File: src/rtl/sigmoid_grad_if.sv
// rtl/sigmoid_grad_if.sv - stream/control bundle for the sigmoid backward-pass pipeline
interface sigmoid_grad_if #(
   parameter int WIDTH = 32
) ();
   logic             en;
   logic             valid_in;
   logic [WIDTH-1:0] a;
   logic [WIDTH-1:0] g;
   logic [WIDTH-1:0] y;
   logic             valid_out;
   logic [15:0]      sample_cnt;

   modport master (
      output en, valid_in, a, g,
      input  y, valid_out, sample_cnt
   );

   modport slave (
      input  en, valid_in, a, g,
      output y, valid_out, sample_cnt
   );
endinterface

File: src/rtl/sigmoid_grad.sv
// rtl/sigmoid_grad.sv - 3-stage Q8.24 sigmoid gradient d = g*y*(1-y)
// SIGMOID_GRAD_ROUND_EN selects round-half-up at both shifts; default truncates.
module sigmoid_grad #(
   parameter int WIDTH = 32,
   parameter int FL    = 24
) (
   input  logic          clk,
   input  logic          rst,
   sigmoid_grad_if.slave bus
);
   localparam logic [WIDTH-1:0]   ONE = {{(WIDTH-1){1'b0}}, 1'b1} << FL;
`ifdef SIGMOID_GRAD_ROUND_EN
   localparam logic [2*WIDTH-1:0] RND = {{(2*WIDTH-1){1'b0}}, 1'b1} << (FL-1);
`else
   localparam logic [2*WIDTH-1:0] RND = '0;
`endif

   logic [WIDTH-1:0]   ya_q, om_q, g1_q, p_q, g2_q, y_q;
   logic               v1_q, v2_q, vout_q;
   logic [15:0]        cnt_q;
   logic [WIDTH-1:0]   ya_d;
   logic [2*WIDTH-1:0] prod2, prod3;
   logic               unused_bits;

   // Negative inputs clamp to 0; anything above 1.0 clamps to ONE.
   always_comb begin
      ya_d = bus.a;
      if (bus.a[WIDTH-1])
         ya_d = '0;
      else if (bus.a > ONE)
         ya_d = ONE;
   end

   assign prod2 = ({{WIDTH{1'b0}}, ya_q} * {{WIDTH{1'b0}}, om_q}) + RND;
   // p is non-negative and far below 2^(WIDTH-1), so zero-extension keeps it positive.
   assign prod3 = ({{WIDTH{g2_q[WIDTH-1]}}, g2_q} * {{WIDTH{1'b0}}, p_q}) + RND;

   assign unused_bits = ^{prod2[2*WIDTH-1:FL+WIDTH], prod2[FL-1:0],
                          prod3[2*WIDTH-1:FL+WIDTH], prod3[FL-1:0]};

   always_ff @(posedge clk or negedge rst) begin
      if (!rst) begin
         ya_q   <= '0;
         om_q   <= '0;
         g1_q   <= '0;
         v1_q   <= 1'b0;
         p_q    <= '0;
         g2_q   <= '0;
         v2_q   <= 1'b0;
         y_q    <= '0;
         vout_q <= 1'b0;
         cnt_q  <= '0;
      end else if (bus.en) begin
         ya_q   <= ya_d;
         om_q   <= ONE - ya_d;
         g1_q   <= bus.g;
         v1_q   <= bus.valid_in;
         p_q    <= prod2[FL+WIDTH-1:FL];
         g2_q   <= g1_q;
         v2_q   <= v1_q;
         y_q    <= prod3[FL+WIDTH-1:FL];
         vout_q <= v2_q;
         if (v2_q)
            cnt_q <= cnt_q + 16'd1;
      end
   end

   assign bus.y          = y_q;
   assign bus.valid_out  = vout_q;
   assign bus.sample_cnt = cnt_q;
endmodule

File: src/flat_wrapper.sv
// flat-port wrapper written by rule: the top's interface ports become plain ports
module sigmoid_grad_flat 
#(
   parameter int WIDTH = 32,
   parameter int FL    = 24
)
  (clk, rst, bus_en, bus_valid_in, bus_a, bus_g, bus_y, bus_valid_out, bus_sample_cnt);
  sigmoid_grad_if #(.WIDTH(WIDTH)) bus_i ();
  input  logic clk;
  input  logic rst;
  input wire logic [$bits(bus_i.en)-1:0] bus_en;
  input wire logic [$bits(bus_i.valid_in)-1:0] bus_valid_in;
  input wire logic [$bits(bus_i.a)-1:0] bus_a;
  input wire logic [$bits(bus_i.g)-1:0] bus_g;
  output wire logic [$bits(bus_i.y)-1:0] bus_y;
  output wire logic [$bits(bus_i.valid_out)-1:0] bus_valid_out;
  output wire logic [$bits(bus_i.sample_cnt)-1:0] bus_sample_cnt;
  assign bus_i.en = bus_en;
  assign bus_i.valid_in = bus_valid_in;
  assign bus_i.a = bus_a;
  assign bus_i.g = bus_g;
  assign bus_y = bus_i.y;
  assign bus_valid_out = bus_i.valid_out;
  assign bus_sample_cnt = bus_i.sample_cnt;
  sigmoid_grad #(.WIDTH(WIDTH), .FL(FL)) u_core (.clk(clk), .rst(rst), .bus(bus_i));
endmodule
File: config.mk
export PLATFORM = sky130hd
export DESIGN_NAME = sigmoid_grad_flat
export DESIGN_NICKNAME = d
export VERILOG_FILES = /design/src/rtl/sigmoid_grad_if.sv /design/src/rtl/sigmoid_grad.sv /design/src/flat_wrapper.sv
export SDC_FILE = /design/constraint.sdc
export NUM_CORES = 2
export LEC_CHECK = 0
export ABC_AREA = 1
export CORE_UTILIZATION = 40
export DETAILED_ROUTE_END_ITERATION = 12
export GPL_ROUTABILITY_DRIVEN = 0
export MAX_ROUTING_LAYER = met4
export PLACE_DENSITY = 0.64
export SETUP_SLACK_MARGIN = 0.4
export SYNTH_ARGS = -nofsm -noshare
export SYNTH_HDL_FRONTEND = slang
export SYNTH_SLANG_ARGS = --single-unit
File: constraint.sdc
create_clock -name clk -period 8.04 [get_ports clk]
set_input_delay 1.608 -clock clk [delete_from_list [all_inputs] [get_ports clk]]
set_output_delay 1.608 -clock clk [all_outputs]
set_load 0.01 [all_outputs]
==> key figures <==
Critical path
  • Critical path launch point type: flip-flop
  • Cell chain of the critical path: nand2_1 > fa_1 > fa_1 > fa_1 > fa_1 > fa_1 > inv_1 > fa_1 > fa_1 > fa_1 > ha_1 > nand2_1 > nor2_1 > inv_1 > nor4_1 > nand2_1 > nand3_1 > xor2_1 > o21ai_0
  • Crit. End Element: flip-flop
  • Cell mode on critical path: fa_1
  • Worst path bufs/invs: 2
  • CP peak stage delay: 760 ps
  • CP max-delay cell: dfrtp_2
  • Critical Path RT: 8510 ps
  • Worst Path Max Fanout: 18
  • Setup Crit Path Kind: reg -> reg
  • Crit path max-delay family: adder cells
  • CP Data Arrival Time: 7930 ps

Synth
  • Mean Syn Cell Area: 7.600 um^2
  • Synth Warn #: 0
  • Most area-hungry cell type in the Yosys netlist: fa_1
  • Sequential area share after synthesis: 0.07003
  • Mapped Nets: 12,060
  • EDFF count, synth: 0
  • Post-Synthesis Cells: 9,827
  • FFs w/ async S/R, synth: 1.000
  • Synth Flop Type: dfrtp_1
  • Register bit total from synthesis: 209
  • Synth cell types: 45
  • Top cell type's share of synthesized area: 0.4602
  • Dominant cells by area after synthesis: fa_1 46%, inv_1 15%, nand2_1 14%
  • Mapped Area: 74,680 um^2

Detailed routing
  • Drt drc: 0
  • Via count: 60,590
  • Via/cell ratio: 4.950
  • Routed WL: 227.2 mm
  • DRT iter0 DRCs: 4,343
  • Post-route ant nets: 0
  • First-pass DRT Iterations: 8
  • Drt wl/cell: 18.56 um

Floorplanning
  • Die width: 434.1 um
  • Die area: 188,400 um^2
  • # IOs: 117
  • Starting density of the core: 0.4028
  • DIE HEIGHT: 434.1 um
  • Core region area: 185,400 um^2
  • Row count: 158

Pwr
  • Power per cell area: 84.17 nW/um^2
  • Sw Ratio: 0.4913
  • Pwr Total: 6.764 mW
  • Psw: 3.323 mW
  • Sequential share of power: 0.222
  • Clock power share: 0.220
  • Pint: 3.441 mW
  • P_leak: 48.82 nW
  • Worst vdd ir: 160.3 uV
  • Comb pwr share: 0.557

Timing
  • Setup TNS: 0 ps
  • Part of the cycle the worst path needs: 0.9283
  • Final hold violation count: 0
  • Fmax: 134.0 MHz
  • Slew HR: 0.2385
  • Slew Limit Fails: 0
  • Final setup viols: 0
  • Fin crit period: 7464 ps
  • RSZ-0062 raised after global routing: yes
  • Fin Clk Skew: 34.22 ps
  • Worst-margin pin slew: 1142 ps

Clocking
  • CTS root buffer: clkbuf_16
  • Worst-case clock buffer depth: 3
  • Clock buffer count from CTS: 30
  • Clk slew on worst S/H paths: 60 ps
  • Worst skew pair latency: 650 ps
  • CTS tree: done
  • H-tree depth: 1
  • CTS Sinks: 209

Placement
  • Dpl cell area: 79,150 um^2
  • HPWL after detailed placement: 191.7 mm
  • Port buffer count: 116

Global route
  • Largest net degree at the start of global routing: 119
  • Tot GR Track Use: 0.2569
  • Grt total ovfl: 0
  • Vias in the first global route: 66,580
  • First-pass GRT wire length: 364.7 mm
  • Initial antenna violation count: 11

Outcome
  • Status: finished clean

Finish
  • Register Area: 5348 um^2
  • Post-layout util: 0.4334
  • # fillers: 18,660
  • P&R area growth vs syn: 7.599%
  • Layout cells sized above 1: 0.04347
  • Nets@finish: 11,970
  • Fin area: 80,360 um^2
  • Multi-input logic area: 56,090 um^2

Run
  • Max capacitance violation total: 0

Min path
  • Hold Crit Class: reg -> reg
-- registers in the layout (all words and copies together), names as in the netlist --
name	cells
u_core.v1_q	1
u_core.bus.y	32
u_core.ya_q	30
u_core.om_q	32
u_core.bus.valid_out	1
u_core.bus.sample_cnt	16
u_core.p_q	32
u_core.g2_q	32
u_core.v2_q	1
u_core.g1_q	32
-- what timing repair did --
item / CTS / global route
cloned: 0 / 0
hold endpoints to repair: 0 / 0
hold buffers: 0 / 0
endpoints found under the setup margin: 10 / 32
setup buffers: 0 / 1
resized for setup: 19 / 78
-- routing by layer --
metal  wire, um  GRT usage  up-vias
met4      14250     0.1280        0
met3      16080    0.03678      685
met2     110400     0.4306     2429
li1           -          -    27040
met5          0          -        -
met1      86520     0.3014    30440
-- kinds of logic (layout without fill, tap and decap cells) --
| group | Yosys count | in the layout | share of synthesized area |
|---|---|---|---|
| flip-flops | 209 | 209 | 0.07003 |
| adder cells (fa/ha/maj) | 2166 | 2166 | 0.5355 |
| other | 0 | 5 | 0 |
| XOR/XNOR | 45 | 45 | 0.005277 |
| AND/OR/NAND/NOR | 3461 | 3461 | 0.1817 |
| AO/OA/AOI/OAI | 388 | 388 | 0.02815 |
| multiplexers | 1 | 1 | 0.0001508 |
| buffers and inverters | 3557 | 3484 | 0.1792 |
-- layout make-up --
type,instances,share of cell area
timing repair buffer,367,0.04073
clock inverter,19,0.002740
antenna,5,0.0001557
sequential,209,0.06655
inverter,3063,0.1431
clock buffer,35,0.01009
multi-input combinational,6061,0.6980
tap,2480,0.03861
-- synthesized netlist by cell type (5+ instances only) --
cell,count
a21oi_1,134
dfrtp_1,209
a31oi_1,9
nand2_1,2826
xor2_1,26
a21boi_0,6
nor2_1,317
clkbuf_1,456
xnor2_1,19
fa_1,1717
nand3_1,200
o21bai_1,19
ha_1,449
buf_2,6
a21o_1,15
nor4_1,7
nand2_2,6
nor3_1,22
o21ai_2,5
o21ai_0,183
nand4_1,36
o21a_1,5
inv_1,3059
nand3b_1,16
o21ai_1,7
or2_2,10
buf_1,27
-- layout by cell type (no fill, tap or decap), drive strengths merged --
master         instances
a21boi                 6
a21o                  15
a21oi                134
a22oi                  1
a31oi                  9
and2                   5
and3                   2
buf                  252
bufinv                 4
clkbuf                36
clkdlybuf4s50        114
clkinv                13
clkinvlp               1
dfrtp                209
diode                  5
fa                  1717
ha                   449
inv                 3064
mux2                   1
nand2               2833
nand2b                 4
nand3                201
nand3b                16
nand4                 36
nor2                 324
nor3                  23
nor4                   7
o211ai                 3
o21a                   5
o21ai                195
o21bai                19
o31ai                  1
or2                   10
xnor2                 19
xor2                  26
-- power groups by stage --
stage	registers (mW)	logic [mW]	clock network (mW)
floorplan	1.30	2.32	0
global placement	1.50	3.69	0
detailed placement	1.49	3.70	0
CTS	1.48	3.75	1.52
global route	1.51	4.16	1.54
finish	1.50	3.77	1.49
-- metrics by stage --
step	worst slack, ps	cells	hold slack (ps)
after floorplan	1540	9827	442.2
after global placement	70.84	12180	456.5
after detailed placement	36.81	12180	468.2
after CTS	412.4	12230	485.2
after global routing	372.1	12240	502.6
final	576.4	12240	487.9
-- final timing paths --
| check | end | slack [ps] | depth (start not counted) | from |
|---|---|---|---|---|
| min in group asynchronous | u_core.bus.sample_cnt[8] | 970 | 1 | rst |
| hold / removal | u_core.bus.sample_cnt[15] | 490 | 1 | u_core.bus.sample_cnt[15] |
| setup / recovery | u_core.p_q[3] | 580 | 19 | u_core.ya_q[16] |
| max in group asynchronous | u_core.g2_q[17] | 5570 | 2 | rst |
| setup reg to reg | u_core.p_q[3] | 580 | 19 | u_core.ya_q[16] |
| hold reg to reg | u_core.bus.sample_cnt[15] | 490 | 1 | u_core.bus.sample_cnt[15] |
No activity file was read; power rests on OpenSTA's default activity.
